`src/rtl/mul_add_pkg.sv`:
```
// Shared definitions for the sequential shift-add multiply-accumulate block.
// Contents:
//   DEF_WIDTH   default operand width
//   DEF_CNT_W   iteration-counter width for the default operand width
//   state_t     FSM state encoding (IDLE / RUN / DONE)
//   cnt_width() counter width for an arbitrary operand width
package mul_add_pkg;

    localparam int DEF_WIDTH = 32;

    // Counter must index iterations 0..WIDTH-1; keep at least one bit for WIDTH=1.
    function automatic int cnt_width(input int w);
        return (w <= 1) ? 1 : $clog2(w);
    endfunction

    localparam int DEF_CNT_W = cnt_width(DEF_WIDTH);

    typedef enum logic [1:0] {
        ST_IDLE = 2'd0,
        ST_RUN  = 2'd1,
        ST_DONE = 2'd2
    } state_t;

endpackage

```
`src/rtl/mul_add_step.sv`:
```
// One radix-2 shift-add iteration of the multiply-accumulate datapath.
// Purely combinational: the top registers the result.
// Ports:
//   i_acc         running accumulator (2*WIDTH bits)
//   i_mcand       current shifted multiplicand (2*WIDTH bits)
//   i_mplier_lsb  current multiplier bit
//   o_acc_next    accumulator after this iteration
module mul_add_step
    import mul_add_pkg::*;
#(
    parameter int W2 = 2 * DEF_WIDTH
) (
    input  logic [W2-1:0] i_acc,
    input  logic [W2-1:0] i_mcand,
    input  logic          i_mplier_lsb,
    output logic [W2-1:0] o_acc_next
);

    // The accumulator is wide enough for (2^W-1)^2 + (2^W-1), so this add never wraps.
    assign o_acc_next = i_mplier_lsb ? (i_acc + i_mcand) : i_acc;

endmodule

```
`src/rtl/mul_add_seq.sv`:
```
// Sequential radix-2 shift-add multiply-accumulate: p = a*b + c (unsigned),
// WIDTH x WIDTH -> 2*WIDTH, one iteration per clock, fixed latency of WIDTH
// cycles from the accept edge to the done pulse.
// Optional feature macro: MUL_ADD_OVF_EN adds the ovf output, which flags a
// result that does not fit in WIDTH bits.
// Ports:
//   clk    system clock, rising edge
//   rst_n  synchronous active-low reset
//   start  request; accepted in IDLE or DONE, ignored while busy
//   a      multiplicand
//   b      multiplier
//   c      addend, zero-extended
//   busy   high while the operation is iterating
//   done   one-cycle pulse when p holds a new result
//   p      result, held until the next accepted operation completes
//   ovf    (MUL_ADD_OVF_EN only) upper half of p is non-zero, held with p
module mul_add_seq
    import mul_add_pkg::*;
#(
    parameter int WIDTH = DEF_WIDTH
) (
    input  logic               clk,
    input  logic               rst_n,
    input  logic               start,
    input  logic [WIDTH-1:0]   a,
    input  logic [WIDTH-1:0]   b,
    input  logic [WIDTH-1:0]   c,
    output logic               busy,
    output logic               done,
    output logic [2*WIDTH-1:0] p
`ifdef MUL_ADD_OVF_EN
    ,
    output logic               ovf
`endif
);

    localparam int CNT_W = cnt_width(WIDTH);
    localparam logic [CNT_W-1:0] CNT_LAST = CNT_W'(WIDTH - 1);

    state_t               r_state;
    logic [CNT_W-1:0]     r_cnt;
    logic [2*WIDTH-1:0]   r_mcand;
    logic [WIDTH-1:0]     r_mplier;
    logic [2*WIDTH-1:0]   r_acc;
    logic [2*WIDTH-1:0]   r_p;
    logic                 r_busy;
    logic                 r_done;
    logic                 r_ovf;
    logic [2*WIDTH-1:0]   w_acc_next;

    mul_add_step #(
        .W2 (2 * WIDTH)
    ) u_step (
        .i_acc        (r_acc),
        .i_mcand      (r_mcand),
        .i_mplier_lsb (r_mplier[0]),
        .o_acc_next   (w_acc_next)
    );

    always_ff @(posedge clk) begin
        if (!rst_n) begin
            // Aborts any operation in flight; the partial result is dropped.
            r_state  <= ST_IDLE;
            r_cnt    <= '0;
            r_mcand  <= '0;
            r_mplier <= '0;
            r_acc    <= '0;
            r_p      <= '0;
            r_busy   <= 1'b0;
            r_done   <= 1'b0;
            r_ovf    <= 1'b0;
        end else begin
            r_done <= 1'b0;
            case (r_state)
                ST_IDLE, ST_DONE: begin
                    if (start) begin
                        r_mcand  <= {{WIDTH{1'b0}}, a};
                        r_mplier <= b;
                        r_acc    <= {{WIDTH{1'b0}}, c};
                        r_cnt    <= '0;
                        r_busy   <= 1'b1;
                        r_state  <= ST_RUN;
                    end else begin
                        r_state  <= ST_IDLE;
                    end
                end
                ST_RUN: begin
                    // No early exit on a zero multiplier: latency stays fixed.
                    r_acc    <= w_acc_next;
                    r_mcand  <= r_mcand << 1;
                    r_mplier <= r_mplier >> 1;
                    if (r_cnt == CNT_LAST) begin
                        r_p     <= w_acc_next;
                        r_ovf   <= |w_acc_next[2*WIDTH-1:WIDTH];
                        r_busy  <= 1'b0;
                        r_done  <= 1'b1;
                        r_cnt   <= '0;
                        r_state <= ST_DONE;
                    end else begin
                        r_cnt   <= r_cnt + 1'b1;
                    end
                end
                default: begin
                    r_state <= ST_IDLE;
                    r_busy  <= 1'b0;
                end
            endcase
        end
    end

    assign busy = r_busy;
    assign done = r_done;
    assign p    = r_p;

`ifdef MUL_ADD_OVF_EN
    assign ovf = r_ovf;
`else
    // Overflow flag is computed but not exported in this build.
    logic w_ovf_unused;
    assign w_ovf_unused = r_ovf;
`endif

endmodule
```
`config.mk`:
```
export PLATFORM = sky130hd
export DESIGN_NAME = mul_add_seq
export DESIGN_NICKNAME = d
export VERILOG_FILES = /design/src/rtl/mul_add_pkg.sv /design/src/rtl/mul_add_step.sv /design/src/rtl/mul_add_seq.sv
export SDC_FILE = /design/constraint.sdc
export NUM_CORES = 1
export LEC_CHECK = 0
export BUFFER_PORTS_ARGS = -buffer_cell sky130_fd_sc_hd__buf_2
export CAP_MARGIN = 20
export CORE_AREA = 8 8 181 148
export DETAILED_ROUTE_END_ITERATION = 10
export DIE_AREA = 0 0 189 156
export PLACE_DENSITY = 0.82
export SLEW_MARGIN = 30
export SYNTH_ARGS = -nofsm -noshare
export SYNTH_HDL_FRONTEND = slang
export SYNTH_SLANG_ARGS = --single-unit
```
`constraint.sdc`:
```
create_clock -name clk -period 2.98 [get_ports clk]
set_input_delay 0.298 -clock clk [delete_from_list [all_inputs] [get_ports clk]]
set_output_delay 0.298 -clock clk [all_outputs]
set_load 0.01 [all_outputs]
```
==> flow_summary.toml <==
[floorplanning]
core_area_um2 = 23900
chipHeight_um = 156
die_w_um = 189
die_area_um2 = 29500
rows = 51
ioPinCount = 165
start_util_pct = 51.9

[yosys]
synth_edf_count = 0
yosysWarnings = 0
ys_ff_latch = 233
synthAdderAreaFrac_pct = 6.71
synth_mux_area_share_pct = 2.50
synth_cells = 1532
syn_nets = 1697
synth_cell_types = 65
synth_compound_area_share_pct = 27.8
ys.flop_type = "dfxtp_1"
syn_avg_cell_area_um2 = 8.11
synthSimpleGateAreaFrac_pct = 17.0
synth_top_family_by_area = "compound AO/OA/AOI/OAI gates"
synth_area_um2 = 12400
synth_xor_area_share_pct = 4.23
synthArstFlopShare_pct = 0
seq_area_frac_synth_pct = 37.5

[sta]
fin_crit_ps = 3230
slew_headroom_pct = 34.0
skew_ps = 16.9
whs_ps = 20.0
rsz0062_at_grt = "true"
fmax_mhz = 309
layout_setup_ws_ps = -252
fin_crit_sh_pct = 108
setup_tns_ps = -4300
setup_viol = 39
hold_viol = 0
finalMaxSlewViolations = 0
tightestPinTransition_ps = 989

[worst_setup_path]
r2r_setup_slack_ps = -250
crit_fanout = 2
cp_data_arrival_time_ps = 3660
r2r_cells = 13
r2r-start = "r_acc[0]"
endpoint_kind = "flop"
start_kind = "flop"
crit_type = "flop to flop"
required_ps = 3410
timing.rr.end = "p[60]"

[global_route]
antenna_found_initial = 2
grt_overflow = 0
globalRouteTotalUtil_pct = 25.9
grt_pass1_wl_mm = 64.2
grt_max_degree = 127
grt_pass1_vias = 12600

[cells_and_area]
final_cell_mix = "dfxtp_1, nor2_1, buf_2"
area_delta_synth_final_pct = 28.9
drive_gt1_share_pct = 27.6
register_area_um2 = 4680
multi_input_area_um2 = 7980
nets = 1935
final_common_cell = "dfxtp_1"
fillCellCount = 1882

[power]
p_leak_nw = 7.00
worst_ir_drop_vdd_mv = 0.371
power_per_cell_area_nw_per_um2 = 485

[detailed_routing]
ant_nets = 0
drtIter0Drc = 1123
vias_per_cell = 6.11
routed-via-count = 12800
wl_per_cell_um = 19.1
first_pass_iters = 5
drc = 0
wl_mm = 40.2

[worst_hold_path]
min_from = "c[10]"
hold_path_class = "input port to flop"
min_to = "r_acc[10]"
holdPathStages = 3

[clock_network]
cts_tree = "built"
cts-buffers-inserted = 24
ctsLongestPathBuffers = 3
htree_levels = 1
cts_root_buffer = "clkbuf_16"
path_clk_slew_ps = 60
cts.sinks = 233
insertion_delay_ps = 530

[status]
status = "finished, violations left"
violations = "negative setup slack"

[placed_design]
hpwl_mm = 27.2
gp_congestion = 0.962
io_buffers = 164
pre_cts_ws_ps = -337

[run]
maxCapViolCount = 0
[layout make-up]
type                       instances  share of cell area (%)
inverter                          14                   0.344
tap                              318                    2.48
timing repair buffer             334                    13.5
clock inverter                     7                   0.602
antenna                            1                  0.0156
clock buffer                      31                    3.98
sequential                       233                    29.2
multi-input combinational       1163                    49.8
[sequential cells by signal, summed over array words and instances, names as in the netlist]
signal and flops:
p 64, r_state 2, r_acc 64, r_mplier 32, done 1, r_cnt 5
r_mcand 64, busy 1
[through the flow]
step	total power, mW	std cells	util (%)	area, um2
after floorplan	4.20	1532	-	12500
after global placement	4.73	2046	60.4	14500
after detailed placement	4.77	2046	60.4	14500
after CTS	7.68	2092	64.7	15500
after global routing	8.07	2101	66.9	16000
final	7.76	2101	66.9	16000
[worst max-delay path: stages (launching register included)]
cell	delay, ps
dfxtp_2	330
ha_4	160
fa_2	350
a21o_1	190
a311o_1	320
a31o_4	260
o311ai_4	280
a2111oi_4	140
o21ai_2	210
o21ai_2	90
a221o_1	330
a21oi_2	140
xnor2_1	100
o211a_1	210
[per-layer routing]
metal / global-route usage, % / part of all wire, % / vias up
met1: 34.0 / 43 / 6002
met5: 0 / 0.032 / -
met3: 6.99 / 10 / 102
met2: 40.2 / 44 / 658
met4: 9.33 / 3.1 / 2
li1: - / - / 6070
[kinds of logic (layout without fill, tap and decap cells)]
family / count (synthesis) / count (layout)
other cells: 0 / 1
compound gates: 520 / 520
fa+ha+maj: 66 / 66
buf+inv: 136 / 386
mux: 31 / 31
simple gates: 486 / 486
xor+xnor: 60 / 60
flops: 233 / 233
[Yosys cell counts (3+ instances only)]
cell type	number	share of area, %
a211oi_1	41	2.5
a21o_1	45	2.7
a21oi_1	140	5.6
a221o_1	3	0.24
a221oi_1	19	1.3
a22o_1	24	1.7
a22oi_1	46	2.8
a311oi_1	3	0.21
a31oi_1	10	0.50
a41oi_1	3	0.21
and2_1	5	0.25
and3_1	6	0.30
and4_1	4	0.28
buf_1	13	0.39
buf_2	7	0.28
clkbuf_1	102	3.1
dfxtp_1	233	38
ha_1	65	6.5
inv_1	12	0.36
mux2i_1	31	2.5
nand2_1	100	3.0
nand2b_1	4	0.20
nand3_1	26	1.0
nand4_1	14	0.70
nor2_1	223	6.7
nor2b_1	6	0.30
nor3_1	83	3.3
nor4_1	3	0.15
o211a_1	6	0.48
o211ai_1	3	0.18
o21a_1	12	0.73
o21ai_0	50	2.0
o21ai_1	12	0.48
o21bai_1	14	0.85
o221ai_1	5	0.35
o22ai_1	62	3.1
or3_1	4	0.20
xnor2_1	38	2.7
xor2_1	22	1.6
[worst max-delay path by stage]
stage	slack, ps	cells past startpoint	to	start
3_5_place_dp	-340	12	r_acc[63]	r_mcand[1]
2_1_floorplan	-120	13	p[60]	r_acc[0]
6_report	-250	13	p[60]	r_acc[0]
5_1_grt	-350	13	p[60]	r_acc[0]
3_3_place_gp	-250	13	p[60]	r_acc[0]
4_1_cts	-230	13	p[60]	r_acc[0]
[report_power, final]
part / internal [mW] / leakage (nW) / switching [mW]
logic: 0.666 / 4.74 / 0.825
registers: 3.25 / 1.90 / 0.111
clock network: 1.67 / 0.361 / 1.24
[timing repair]
item | 4_1_cts | 5_1_grt
pin swaps | 42 | 64
endpoints found under the setup margin | 63 | 84
gates resized for setup | 42 | 83
hold buffers | 0 | 0
gates cloned | 0 | 0
buffers inserted | 8 | 9
endpoints found under the hold margin | 0 | 0
Note: power is estimated with default switching activity, not from simulation.
